--- src/rtl/decode_stage.sv ---
// rtl/decode_stage.sv - registered instruction decode stage with valid/ready handshake and HALT/resume control
module decode_stage #(
    parameter int XLEN   = 32,
    parameter int REG_AW = 5,
    parameter int SP_REG = 16
) (
    input  logic              clk,
    input  logic              rst,
    input  logic              in_valid,
    output logic              in_ready,
    input  logic [31:0]       ins,
    output logic              out_valid,
    input  logic              out_ready,
    output logic [5:0]        opcode,
    output logic [REG_AW-1:0] rs,
    output logic [REG_AW-1:0] rt,
    output logic [REG_AW-1:0] rd,
    output logic [4:0]        shamt,
    output logic [5:0]        funct,
    output logic [XLEN-1:0]   imm,
    output logic              illegal,
    output logic              halted,
    input  logic              resume
);

    localparam logic [REG_AW-1:0] SP_IDX = REG_AW'(SP_REG);

    localparam logic [5:0] OP_RTYPE = 6'h00;
    localparam logic [5:0] OP_SLAI  = 6'h07;
    localparam logic [5:0] OP_SRLI  = 6'h08;
    localparam logic [5:0] OP_SRAI  = 6'h09;
    localparam logic [5:0] OP_MOVE  = 6'h12;
    localparam logic [5:0] OP_PUSH  = 6'h13;
    localparam logic [5:0] OP_POP   = 6'h14;
    localparam logic [5:0] OP_CALL  = 6'h15;
    localparam logic [5:0] OP_HALT  = 6'h16;
    localparam logic [5:0] OP_NOP   = 6'h17;
    localparam logic [5:0] OP_RET   = 6'h18;

    typedef enum logic {
        ST_RUN    = 1'b0,
        ST_HALTED = 1'b1
    } state_t;

    state_t state_q, state_d;

    logic              out_valid_q, out_valid_d;
    logic [5:0]        opcode_q, opcode_d;
    logic [REG_AW-1:0] rs_q, rs_d, rt_q, rt_d, rd_q, rd_d;
    logic [4:0]        shamt_q, shamt_d;
    logic [5:0]        funct_q, funct_d;
    logic [XLEN-1:0]   imm_q, imm_d;
    logic              illegal_q, illegal_d;

    logic [5:0]        dec_opcode;
    logic [REG_AW-1:0] dec_rs, dec_rt, dec_rd;
    logic [4:0]        dec_shamt;
    logic [5:0]        dec_funct;
    logic [XLEN-1:0]   dec_imm;
    logic [XLEN-1:0]   sext_imm;
    logic              dec_illegal;
    logic              accept;

    always_comb begin
        dec_opcode  = ins[31:26];
        dec_rs      = '0;
        dec_rt      = '0;
        dec_rd      = '0;
        dec_shamt   = '0;
        dec_funct   = '0;
        dec_imm     = '0;
        dec_illegal = 1'b0;
        sext_imm    = {{(XLEN-16){ins[15]}}, ins[15:0]};
        case (dec_opcode)
            OP_RTYPE: begin
                dec_rs    = REG_AW'(ins[25:21]);
                dec_rt    = REG_AW'(ins[20:16]);
                dec_rd    = REG_AW'(ins[15:11]);
                dec_shamt = ins[10:6];
                dec_funct = ins[5:0];
            end
            OP_PUSH, OP_POP: begin
                dec_rs = SP_IDX;
                dec_rd = SP_IDX;
                dec_rt = REG_AW'(ins[25:21]);
            end
            OP_CALL: begin
                dec_rs  = SP_IDX;
                dec_rd  = SP_IDX;
                dec_imm = sext_imm;
            end
            OP_RET: begin
                dec_rs = SP_IDX;
                dec_rd = SP_IDX;
            end
            OP_HALT, OP_NOP: begin
                dec_illegal = 1'b0;
            end
            OP_MOVE: begin
                dec_rs = REG_AW'(ins[25:21]);
                dec_rt = REG_AW'(ins[20:16]);
            end
            default: begin
                // Remaining two-register/immediate forms: 0x01-0x0F and 0x19-0x1B
                if (dec_opcode <= 6'h0F || (dec_opcode >= 6'h19 && dec_opcode <= 6'h1B)) begin
                    dec_rs  = REG_AW'(ins[25:21]);
                    dec_rt  = REG_AW'(ins[20:16]);
                    dec_imm = sext_imm;
                    if (dec_opcode == OP_SLAI || dec_opcode == OP_SRLI || dec_opcode == OP_SRAI) begin
                        dec_shamt = ins[4:0];
                    end
                end else begin
                    dec_illegal = 1'b1;
                end
            end
        endcase
    end

    assign halted   = (state_q == ST_HALTED);
    assign in_ready = !halted && (!out_valid_q || out_ready);
    assign accept   = in_valid && in_ready;

    always_comb begin
        out_valid_d = out_valid_q;
        opcode_d    = opcode_q;
        rs_d        = rs_q;
        rt_d        = rt_q;
        rd_d        = rd_q;
        shamt_d     = shamt_q;
        funct_d     = funct_q;
        imm_d       = imm_q;
        illegal_d   = illegal_q;
        state_d     = state_q;
        if (accept) begin
            out_valid_d = 1'b1;
            opcode_d    = dec_opcode;
            rs_d        = dec_rs;
            rt_d        = dec_rt;
            rd_d        = dec_rd;
            shamt_d     = dec_shamt;
            funct_d     = dec_funct;
            imm_d       = dec_imm;
            illegal_d   = dec_illegal;
        end else if (out_ready) begin
            out_valid_d = 1'b0;
        end
        // A resume coinciding with the HALT accept is ignored because RUN never looks at it
        if (state_q == ST_RUN) begin
            if (accept && dec_opcode == OP_HALT) begin
                state_d = ST_HALTED;
            end
        end else begin
            if (resume) begin
                state_d = ST_RUN;
            end
        end
    end

    always_ff @(posedge clk or posedge rst) begin
        if (rst) begin
            state_q     <= ST_RUN;
            out_valid_q <= 1'b0;
            opcode_q    <= '0;
            rs_q        <= '0;
            rt_q        <= '0;
            rd_q        <= '0;
            shamt_q     <= '0;
            funct_q     <= '0;
            imm_q       <= '0;
            illegal_q   <= 1'b0;
        end else begin
            state_q     <= state_d;
            out_valid_q <= out_valid_d;
            opcode_q    <= opcode_d;
            rs_q        <= rs_d;
            rt_q        <= rt_d;
            rd_q        <= rd_d;
            shamt_q     <= shamt_d;
            funct_q     <= funct_d;
            imm_q       <= imm_d;
            illegal_q   <= illegal_d;
        end
    end

    assign out_valid = out_valid_q;
    assign opcode    = opcode_q;
    assign rs        = rs_q;
    assign rt        = rt_q;
    assign rd        = rd_q;
    assign shamt     = shamt_q;
    assign funct     = funct_q;
    assign imm       = imm_q;
    assign illegal   = illegal_q;

endmodule

--- config.mk ---
export PLATFORM = sky130hd
export DESIGN_NAME = decode_stage
export DESIGN_NICKNAME = d
export VERILOG_FILES = /design/src/rtl/decode_stage.sv
export SDC_FILE = /design/constraint.sdc
export NUM_CORES = 1
export LEC_CHECK = 0
export BUFFER_PORTS_ARGS = -buffer_cell sky130_fd_sc_hd__buf_2
export CAP_MARGIN = 20
export CORE_ASPECT_RATIO = 1.1
export CORE_MARGIN = 3
export CORE_UTILIZATION = 47
export CTS_CLUSTER_SIZE = 40
export DETAILED_ROUTE_END_ITERATION = 12
export GPL_TIMING_DRIVEN = 0
export PLACE_DENSITY_LB_ADDON = 0.3
export SLEW_MARGIN = 30
export SYNTH_ARGS = -nofsm -noshare
export SYNTH_HDL_FRONTEND = slang
export SYNTH_SLANG_ARGS = --single-unit
--- constraint.sdc ---
create_clock -name clk -period 2.2 [get_ports clk]
set_clock_uncertainty 0.2 [all_clocks]
set_input_delay 0.33 -clock clk [delete_from_list [all_inputs] [get_ports clk]]
set_output_delay 0.33 -clock clk [all_outputs]
set_load 0.05 [all_outputs]
== After elaboration in Yosys (flattened, before gate mapping) ==
Index checks and enable logic that the tools add are counted.

* $lt $le $gt $ge: 3
* Equality and inequality tests: 10
* Mux-type cells: 18
* Reduce and logical (&&, ||, !) cells: 20

{| class="wikitable"
|+ Operator list
! kind !! count
|-
| $pmux 32 s2 || 1
|-
| $eq 6x5->1 const B || 7
|-
| $mux 32 || 1
|-
| $pmux 5 s3 || 2
|-
| $mux 5 || 4
|-
| $pmux 5 s2 || 2
|-
| $reduce_or 7->1 || 2
|-
| $eq 6x4->1 const B || 2
|-
| $reduce_or 4->1 || 2
|-
| $reduce_or 8->1 || 1
|-
| $mux 1 || 7
|-
| $eq 6x3->1 const B || 1
|-
| $ge 6x5->1 const B || 1
|-
| $le 6x4->1 const B || 1
|-
| $le 6x5->1 const B || 1
|-
| $logic_not 6->1 || 1
|-
| $mux 6 || 1
|-
| $reduce_or 2->1 || 3
|-
| $logic_and 1x1->1 || 4
|-
| $logic_or 1x1->1 || 4
|-
| $logic_not 1->1 || 2
|-
| $reduce_bool 2->1 || 1
|}

* Flip-flop bits (word level): 67
* Input bits: 37
* Output and inout port bits: 68
* Word-level logic and storage cells: 61

== Logic depth before layout (Yosys ltp) ==
Gate-level depths: netlist (run 1).

* Word-level depth: 7
* Depth in mapped cells: 7
* Gate-level depth less buffers: 4

== Least setup slack after synthesis (run 1) ==
Ideal clock, no wire load.

* Path kind: register to register
* Start point: reg out_valid_q (netlist: out_valid)
* End point: reg funct_q[0] (netlist: funct[0])
* Setup time: 0.121 ns
* Data arrival time: 2.087 ns
* Data required time: 1.879 ns
* Setup slack: -0.208 ns
* Stages on the path, launching flop included: 6
* Path buffers: 1
* Clock period less this slack: 2.408 ns
* Cells stage by stage: dfrtp_1 -> nor2b_1 -> nor2_1 -> nand2_1 -> clkbuf_1 -> a22o_1

* Cells in the longest elaborated chain, start to end: 4

{| class="wikitable"
|+ RTL lines
! item !! RTL line !! RTL
|-
| start: declaration || 47 || <nowiki>logic out_valid_q, out_valid_d;</nowiki>
|-
| start signal: assignment || 173 || <nowiki>out_valid_q <= out_valid_d;</nowiki>
|-
| $logic_not 1->1 || 120 || <nowiki>assign in_ready = !halted && (!out_valid_q || out_ready);</nowiki>
|-
| $logic_or 1x1->1 || 120 ||
|-
| $logic_and 1x1->1 || 120 ||
|-
| named net in_ready || 10 || <nowiki>output logic in_ready,</nowiki>
|-
| $logic_and 1x1->1 || 121 || <nowiki>assign accept = in_valid && in_ready;</nowiki>
|-
| end signal: assignment || 179 || <nowiki>funct_q <= funct_d;</nowiki>
|-
| end: declaration || 51 || <nowiki>logic [5:0] funct_q, funct_d;</nowiki>
|}

The timed path passes the listed nets, and every way through them passes these cells.
A chain may end at the register's enable or synchronous reset.

== Final worst setup path (run 1) ==
* Start point: reg out_valid_q (netlist: out_valid)
* End point: reg shamt_q[2] (netlist: shamt[2])

* Cells in the longest elaborated chain, start to end: 4

{| class="wikitable"
|+ RTL lines
! item !! RTL line !! RTL
|-
| $logic_not 1->1 || 120 ||
|-
| $logic_or 1x1->1 || 120 ||
|-
| $logic_and 1x1->1 || 120 ||
|-
| $logic_and 1x1->1 || 121 ||
|-
| end signal: assignment || 178 || <nowiki>shamt_q <= shamt_d;</nowiki>
|-
| end: declaration || 50 || <nowiki>logic [4:0] shamt_q, shamt_d;</nowiki>
|}

Every way passes these cells.

==> impl_summary.log, run 1 <==
[metrics] ordered list of cells on the worst path: nor2b_1 > nor3b_1 > buf_2 > buf_2 > buf_2 > a21oi_1
[metrics] Req. time, crit path: 2.19 ns
[metrics] post-cts repair resize count: 0
[metrics] proportion of register bits with asynchronous set or reset after synthesis: 100%
[metrics] XOR/XNOR Fraction of Synth Area: 0%
[metrics] antenna fix cells: 0
[metrics] Site Rows: 26
[metrics] largest buffer count on any clock path: 2
[metrics] Net Count, Synth: about 250
[metrics] fraction of the cycle the final worst path needs: 88.6%
[metrics] post-synthesis compound-gate area fraction: 21.8%
[metrics] Port Buf Inserts: 103
[metrics] number of nets with antenna violations after detailed routing: 0
[metrics] Synth warnings: 0
[metrics] longest individual stage delay on the worst path: 0.39 ns
[metrics] CTS H-tree depth: 2
[metrics] Post-synth EDFFs: 0
[metrics] global routing met2 resource utilization: between 30% and 40%
[metrics] remaining routing DRC violations: 0
[metrics] clk root buf: sky130_fd_sc_hd__clkbuf_8
[metrics] die outline width: 73.6 microns
[metrics] global routing met3 resource utilization: under 10%
[metrics] DPL Wire Length: 4.35 mm
[metrics] worst-case setup margin in the final layout: 0.250 ns
[metrics] final setup TNS: 0 ns
[metrics] post-layout util: 64.6%
[metrics] Post CTS Setup Buffer Count: 0
[metrics] total die area: a little under 6000 sq um
[metrics] Iter 0 DRT Violations: 138
[metrics] cts bufs inserted: 5
[metrics] fraction of met1 tracks used by global routing: 27.8%
[metrics] core region area: 4750 sq um
[metrics] total wire length: 5.80 mm
[metrics] multiplexer fraction of the synthesized cell area: 3.28%
[metrics] synthesized netlist cell count: between 200 and 250
[metrics] leftover overflow at the end of global routing: 0
[metrics] clock transition at the registers of the reported paths: 0.10 ns
[metrics] primary flip-flop cell chosen by synthesis mapping: sky130_fd_sc_hd__dfrtp_1
[metrics] Placement Cell Area: 2960 sq um
[metrics] Routability Congestion: 0.831
[metrics] maximum number of pins on one net before global-route repair: 52
[metrics] Power per Cell Area: 853 nW/um^2
[metrics] number of fill cells: approximately 420
[metrics] Relative slew margins: 58.5%
[metrics] Clk Latency, worst-skew pair: about 0.3 ns
[metrics] peak fanout along the critical path: 10
[metrics] Final Hold Violating Endpoints: 0
[metrics] hold_buf cts: 2
[metrics] layout cells sized above 1: a little under half
[metrics] share of synthesized cell area in and, or, nand and nor gates: between 10% and 20%
[metrics] I/O Pins: around 110
[metrics] Critical Path Source Type: flop
[metrics] adder and majority gate portion of the synthesized area: 0%
[metrics] wire length of the first global-routing pass: ~9.6 mm
[metrics] most common cell type on the critical path: sky130_fd_sc_hd__buf_2
[metrics] Non-Filler Instances: 385
[metrics] via density per instance: 5.25
[metrics] sequential cell area fraction in the yosys report: 54.0%
[metrics] path class of the lowest-slack min-delay path: in2reg
[metrics] arrival time of data at the critical path endpoint: 1.94 ns
[metrics] path type of the worst setup path: reg2reg
[metrics] maximum ir drop on the vdd rail: 0.418 mV
[metrics] GRT Resource Usage Total: 21.0%
[metrics] Placed Instances: 375
[metrics] minimum period implied by the final worst setup slack: 1.95 ns
[metrics] post-synthesis instance area: between 2000 and 2500 sq um
[metrics] endpoints failing setup: 0
[metrics] die extent in y: 80.4 microns
[metrics] status: finished clean
[metrics] gr busiest metal: met2
[metrics] Layout area overhead: 29.8%
[metrics] leakage power total: 1.59 nW
[metrics] transition time of the tightest slew-check pin: 0.623 ns
[metrics] slowest cell on the critical path: sky130_fd_sc_hd__dfrtp_1
[metrics] net count of the finished layout: 365
[metrics] RSZ-0062 raised after global routing: no
[metrics] worst-case setup slack after placement: 0.220 ns
[metrics] register bit total from synthesis: 51
[metrics] post-DR wirelength/cell: 15.1 microns
[metrics] synthesized area divided by synthesized cell count: 10.9 sq um
[metrics] count of pins over their slew limit: 0
[metrics] Yosys cell types: 36
[metrics] Final Instance Area: approximately 3000 sq um
[metrics] dominant combinational cell family by area after synthesis: compound AO/OA/AOI/OAI gates
[metrics] Num Clock Sinks: between 50 and 60
[metrics] type of element capturing the critical path: flop
[metrics] TritonCTS clock tree: done
[metrics] number of antenna violations at the first check in global routing: 0
[metrics] number of max-cap violations: 0
[metrics] Pre-antenna DRT Iters: 4
[metrics] fmax: 513 MHz
[metrics] number of global-route vias before repair: 1,959
[metrics] vias after detailed routing: 2,023
[metrics] starting utilization of the core area: 49.8%
## cell families after synthesis
family	after synthesis
multiplexers	7
AND/OR/NAND/NOR	60
flip-flops	51
AO/OA/AOI/OAI	64
buffers and inverters	34
## sequential cells by signal, summed over array words and instances (netlist names)
signal	cells
imm	16
funct	6
opcode	6
rd	5
rs	5
rt	5
shamt	5
halted	1
illegal	1
out_valid	1
## metal layers
metal | vias up | routed length, microns
met1 | 957 | 2440
li1 | 977 | -
met3 | 8 | 478
met5 | - | 0
met2 | 81 | 2800
met4 | 0 | 78
## synth_stat cells, types with 5 or more instances
cell type / n / area (sq um)
sky130_fd_sc_hd__dfrtp_1: 51 / 1280
sky130_fd_sc_hd__nand2_1: 23 / 86.3
sky130_fd_sc_hd__nor2_1: 20 / 75.1
sky130_fd_sc_hd__o2bb2ai_1: 20 / 175
sky130_fd_sc_hd__buf_4: 17 / 128
sky130_fd_sc_hd__a22o_1: 10 / 87.6
sky130_fd_sc_hd__a22oi_1: 10 / 75.1
sky130_fd_sc_hd__a21oi_1: 8 / 40.0
sky130_fd_sc_hd__buf_2: 8 / 40.0
sky130_fd_sc_hd__clkbuf_1: 6 / 22.5
sky130_fd_sc_hd__mux2_2: 6 / 67.6
sky130_fd_sc_hd__a21oi_2: 5 / 43.8
## path summary, 6_finish.rpt
path,start,endpoint,slack [ns],depth (start not counted)
max,out_valid,shamt[2],0.25,6
min,ins[15],imm[30],0.05,3
max reg2reg,out_valid,shamt[2],0.25,6
min reg2reg,imm[7],imm[7],0.29,1
max in group asynchronous,rst,halted,0.92,3
min in group asynchronous,rst,opcode[4],0.44,3
## layout by cell type (no fill, tap or decap), drive strengths merged, types with 3 or more instances in the layout
cell type | Yosys | final
clkbuf | 6 | 13
or3b | 3 | 3
a22oi | 10 | 10
nor2 | 20 | 20
a22o | 10 | 10
nand2 | 23 | 23
a21oi | 13 | 13
o2bb2ai | 20 | 20
mux2 | 6 | 6
dfrtp | 51 | 51
o21ai | 3 | 3
buf | 26 | 129
## metrics by stage
stage          power [mW]  hold WS (ns)
2_1_floorplan        1.83         0.226
3_3_place_gp         2.06         0.269
3_5_place_dp         2.08         0.262
4_1_cts              2.64        0.0478
5_1_grt              2.74        0.0589
6_report             2.62        0.0518
## report_power, final
group / total [mW] / leakage [nW] / switching [mW] / internal (mW)
Combinational: 0.957 / 0.887 / 0.706 / 0.252
Clock: 0.567 / 0.0484 / 0.309 / 0.258
Sequential: 1.09 / 0.657 / 0.0585 / 1.04
Total: 2.62 / 1.59 / 1.07 / 1.55
## worst max-delay path, delay by kind of cell, from the launching register on
family,cells,cell delay (ns)
buf+inv,3,0.80
simple gates,2,0.33
compound gates,1,0.12
flops,1,0.39
## final cells by class
| type | count | area, sq um | share of cell area (%) |
|---|---|---|---|
| buffer | 32 | 201 | 6.56 |
| clock buffer | 7 | 86.3 | 2.81 |
| clock inverter | 1 | 8.76 | 0.285 |
| inverter | 2 | 10.0 | 0.326 |
| multi-input combinational | 131 | 882 | 28.7 |
| sequential | 51 | 1280 | 41.6 |
| tap | 56 | 70.1 | 2.28 |
| timing repair buffer | 105 | 536 | 17.4 |
(Power assumes the default switching activity.)
==> run 2, diff against run 1 <==
--- a/config.mk
+++ b/config.mk
@@ -12,2 +12,3 @@
 export CORE_UTILIZATION = 47
+export CTS_CLUSTER_DIAMETER = 40
 export CTS_CLUSTER_SIZE = 40
--- a/constraint.sdc
+++ b/constraint.sdc
@@ -4,2 +4,2 @@
 set_output_delay 0.33 -clock clk [all_outputs]
-set_load 0.05 [all_outputs]
+set_load 0.1 [all_outputs]
==> run 2 against run 1 <==
- sequential share of layout area shrank 0.29 points
- routed wire length grew 0.52%
- combinational power grew 55%
- setup slack lost 0.15 ns
- global-route usage shrank 0.28 points
- sequential power is essentially flat
- non-clock buffer count is the same
- total power grew 21%
- maximum frequency shrank 7.0%
- via count grew 0.15%
- critical endpoint is now imm[22]
- highest routed layer unchanged
- register-to-register slack gained 0.03 ns
==> impl_summary.log, run 2 (synthesized netlist as in run 1, its figures left out) <==
[metrics] I/O Pins: 105 (unchanged)
[metrics] CTS H-tree depth: 2 (unchanged)
[metrics] area occupied by multi-input gates: 897 sq um (+1.7%)
[metrics] Final Hold Violating Endpoints: 0 (unchanged)
[metrics] internal reg-to-reg setup slack: 0.28 ns (+0.03 ns)
[metrics] hold_buf cts: 2 (unchanged)
[metrics] number of max-cap violations: 0 (unchanged)
[metrics] worst-case setup slack after placement: 0.229 ns (+0.00945 ns)
[metrics] wire length of the first global-routing pass: 9.51 mm (-0.93%)
[metrics] layout cells sized above 1: 49.5% (+1.8 points)
[metrics] arrival time of data at the critical path endpoint: 1.57 ns (-0.37 ns)
[metrics] status: finished clean
[metrics] Post CTS Setup Buffer Count: 0 (unchanged)
[metrics] TritonCTS clock tree: done
[metrics] Power per Cell Area: 1020 nW/um^2 (+20%)
[metrics] hold slack final: 0.0496 ns (-0.00216 ns)
[metrics] remaining routing DRC violations: 0 (unchanged)
[metrics] Non-Filler Instances: 385 (unchanged)
[metrics] Critical Path Stages: 2 (-4)
[metrics] Num Clock Sinks: 51 (unchanged)
[metrics] minimum period implied by the final worst setup slack: 2.10 ns (+0.147 ns)
[metrics] post-layout util: 65.2% (+0.58 points)
[metrics] slowest cell on the critical path: sky130_fd_sc_hd__dfrtp_1
[metrics] die outline width: 73.6 microns (unchanged)
[metrics] post-DR wirelength/cell: 15.1 microns (+0.52%)
[metrics] type of element capturing the critical path: output pin
[metrics] leading cell types in the layout, fill and taps excluded: sky130_fd_sc_hd__buf_2, sky130_fd_sc_hd__dfrtp_1, sky130_fd_sc_hd__nand2_1
[metrics] worst-case setup margin in the final layout: 0.103 ns (-0.147 ns)
[metrics] Relative slew margins: 58.7% (+0.21 points)
[metrics] transition time of the tightest slew-check pin: 0.620 ns (-0.00315 ns)
[metrics] starting utilization of the core area: 49.8% (unchanged)
[metrics] maximum ir drop on the vdd rail: 0.496 mV (+19%)
[metrics] Port Buf Inserts: 103 (unchanged)
[metrics] Iter 0 DRT Violations: 160 (+16%)
[metrics] Placed Instances: 375 (unchanged)
[metrics] fraction of the cycle the final worst path needs: 95.3% (+6.7 points)
[metrics] longest individual stage delay on the worst path: 0.66 ns (+0.27 ns)
[metrics] path type of the worst setup path: reg2out
[metrics] number of fill cells: 410 (-1.7%)
[metrics] clk root buf: sky130_fd_sc_hd__clkbuf_8
[metrics] Pre-antenna DRT Iters: 4 (unchanged)
[metrics] number of global-route vias before repair: 1,959 (unchanged)
[metrics] net count of the finished layout: 365 (unchanged)
[metrics] post-cts repair resize count: 0 (unchanged)
[metrics] final setup TNS: 0 ns (unchanged)
[metrics] die extent in y: 80.4 microns (unchanged)
[metrics] number of antenna violations at the first check in global routing: 0 (unchanged)
[metrics] Clk Latency, worst-skew pair: 0.29 ns (about the same)
[metrics] area taken by flip-flops and latches: 1280 sq um (+0.20%)
[metrics] Final Instance Area: 3100 sq um (+0.90%)
[metrics] leading cell type in the layout, fill and taps excluded: sky130_fd_sc_hd__buf_2
[metrics] Layout area overhead: 31.0%
[metrics] number of cells traversed by the worst hold path: 2 (-1)
[metrics] ordered list of cells on the worst path: buf_4 > buf_2
[metrics] clock transition at the registers of the reported paths: 0.09 ns (about the same)
[metrics] total wire length: 5.83 mm (+0.52%)
[metrics] CP Buf/Inv Count: 2 (-1)
[metrics] DPL Wire Length: 4.41 mm (+1.3%)
[metrics] total power consumption of the routed design: 3.17 mW (+21%)
[metrics] peak fanout along the critical path: 18 (+8)
[metrics] GRT Resource Usage Total: 20.7% (-0.28 points)
[metrics] via density per instance: 5.26 (+0.15%)
[metrics] antenna fix cells: 0 (unchanged)
[metrics] vias after detailed routing: 2,026 (+0.15%)
[metrics] Site Rows: 26 (unchanged)
[metrics] count of pins over their slew limit: 0 (unchanged)
[metrics] Largest delay share family, worst path: flip-flops
[metrics] core region area: 4750 sq um (unchanged)
[metrics] Placement Cell Area: 2970 sq um (+0.64%)
[metrics] leftover overflow at the end of global routing: 0 (unchanged)
[metrics] Routability Congestion: 0.831 (about the same)
[metrics] Req. time, crit path: 1.67 ns (-0.52 ns)
[metrics] Largest register FFs: 16 (unchanged)
[metrics] RSZ-0062 raised after global routing: no
[metrics] maximum number of pins on one net before global-route repair: 52 (unchanged)
[metrics] path class of the lowest-slack min-delay path: in2reg
[metrics] fmax: 477 MHz (-7.0%)
[metrics] leakage power total: 1.60 nW (+0.57%)
[metrics] number of nets with antenna violations after detailed routing: 0 (unchanged)
[metrics] endpoints failing setup: 0 (unchanged)
[metrics] cts bufs inserted: 5 (unchanged)
[metrics] largest buffer count on any clock path: 2 (unchanged)
[metrics] Critical Path Source Type: flop
[metrics] total die area: 5920 sq um (unchanged)
[metrics] depth of the worst register-to-register path: 6 (unchanged)
run 2: cell types whose count changed in the layout (fill, tap and decap cells not counted), sizes merged:
cell,previous run,this run
clkinvlp,0,1
clkinv,1,0
run 2: area by class of cell:
class | count | share of cell area (%)
plain buffers | 32 | 6.54
clock buffers | 7 | 3.11
clock inverters | 1 | 0.242
inverters | 2 | 0.323
multi-input cells | 131 | 29.0
flip-flops and latches | 51 | 41.3
well taps | 56 | 2.26
repair buffers | 105 | 17.3
run 2: path summary, 6_finish.rpt:
path / startpoint / endpoint
worst max register to register: out_valid / shamt[3]
max in group asynchronous: rst / out_valid
worst min register to register: imm[6] / imm[6]
worst max-delay path: imm[30] / imm[22]
worst min-delay path: ins[11] / rd[0]
min in group asynchronous: rst / shamt[0]
run 2: power breakdown:
group	internal [mW]	switching, mW
registers	1.04	0.0577
logic	0.254	1.23
clock network	0.287	0.305
run 2: routing by layer:
metal  wire length [microns]  global-route usage [%]  vias to the layer above
met5                       0                       0                        -
met3                     455                    4.51                       12
met2                    2840                    34.4                       78
li1                        -                       -                      977
met1                    2440                    26.3                      959
met4                      96                    7.43                        0
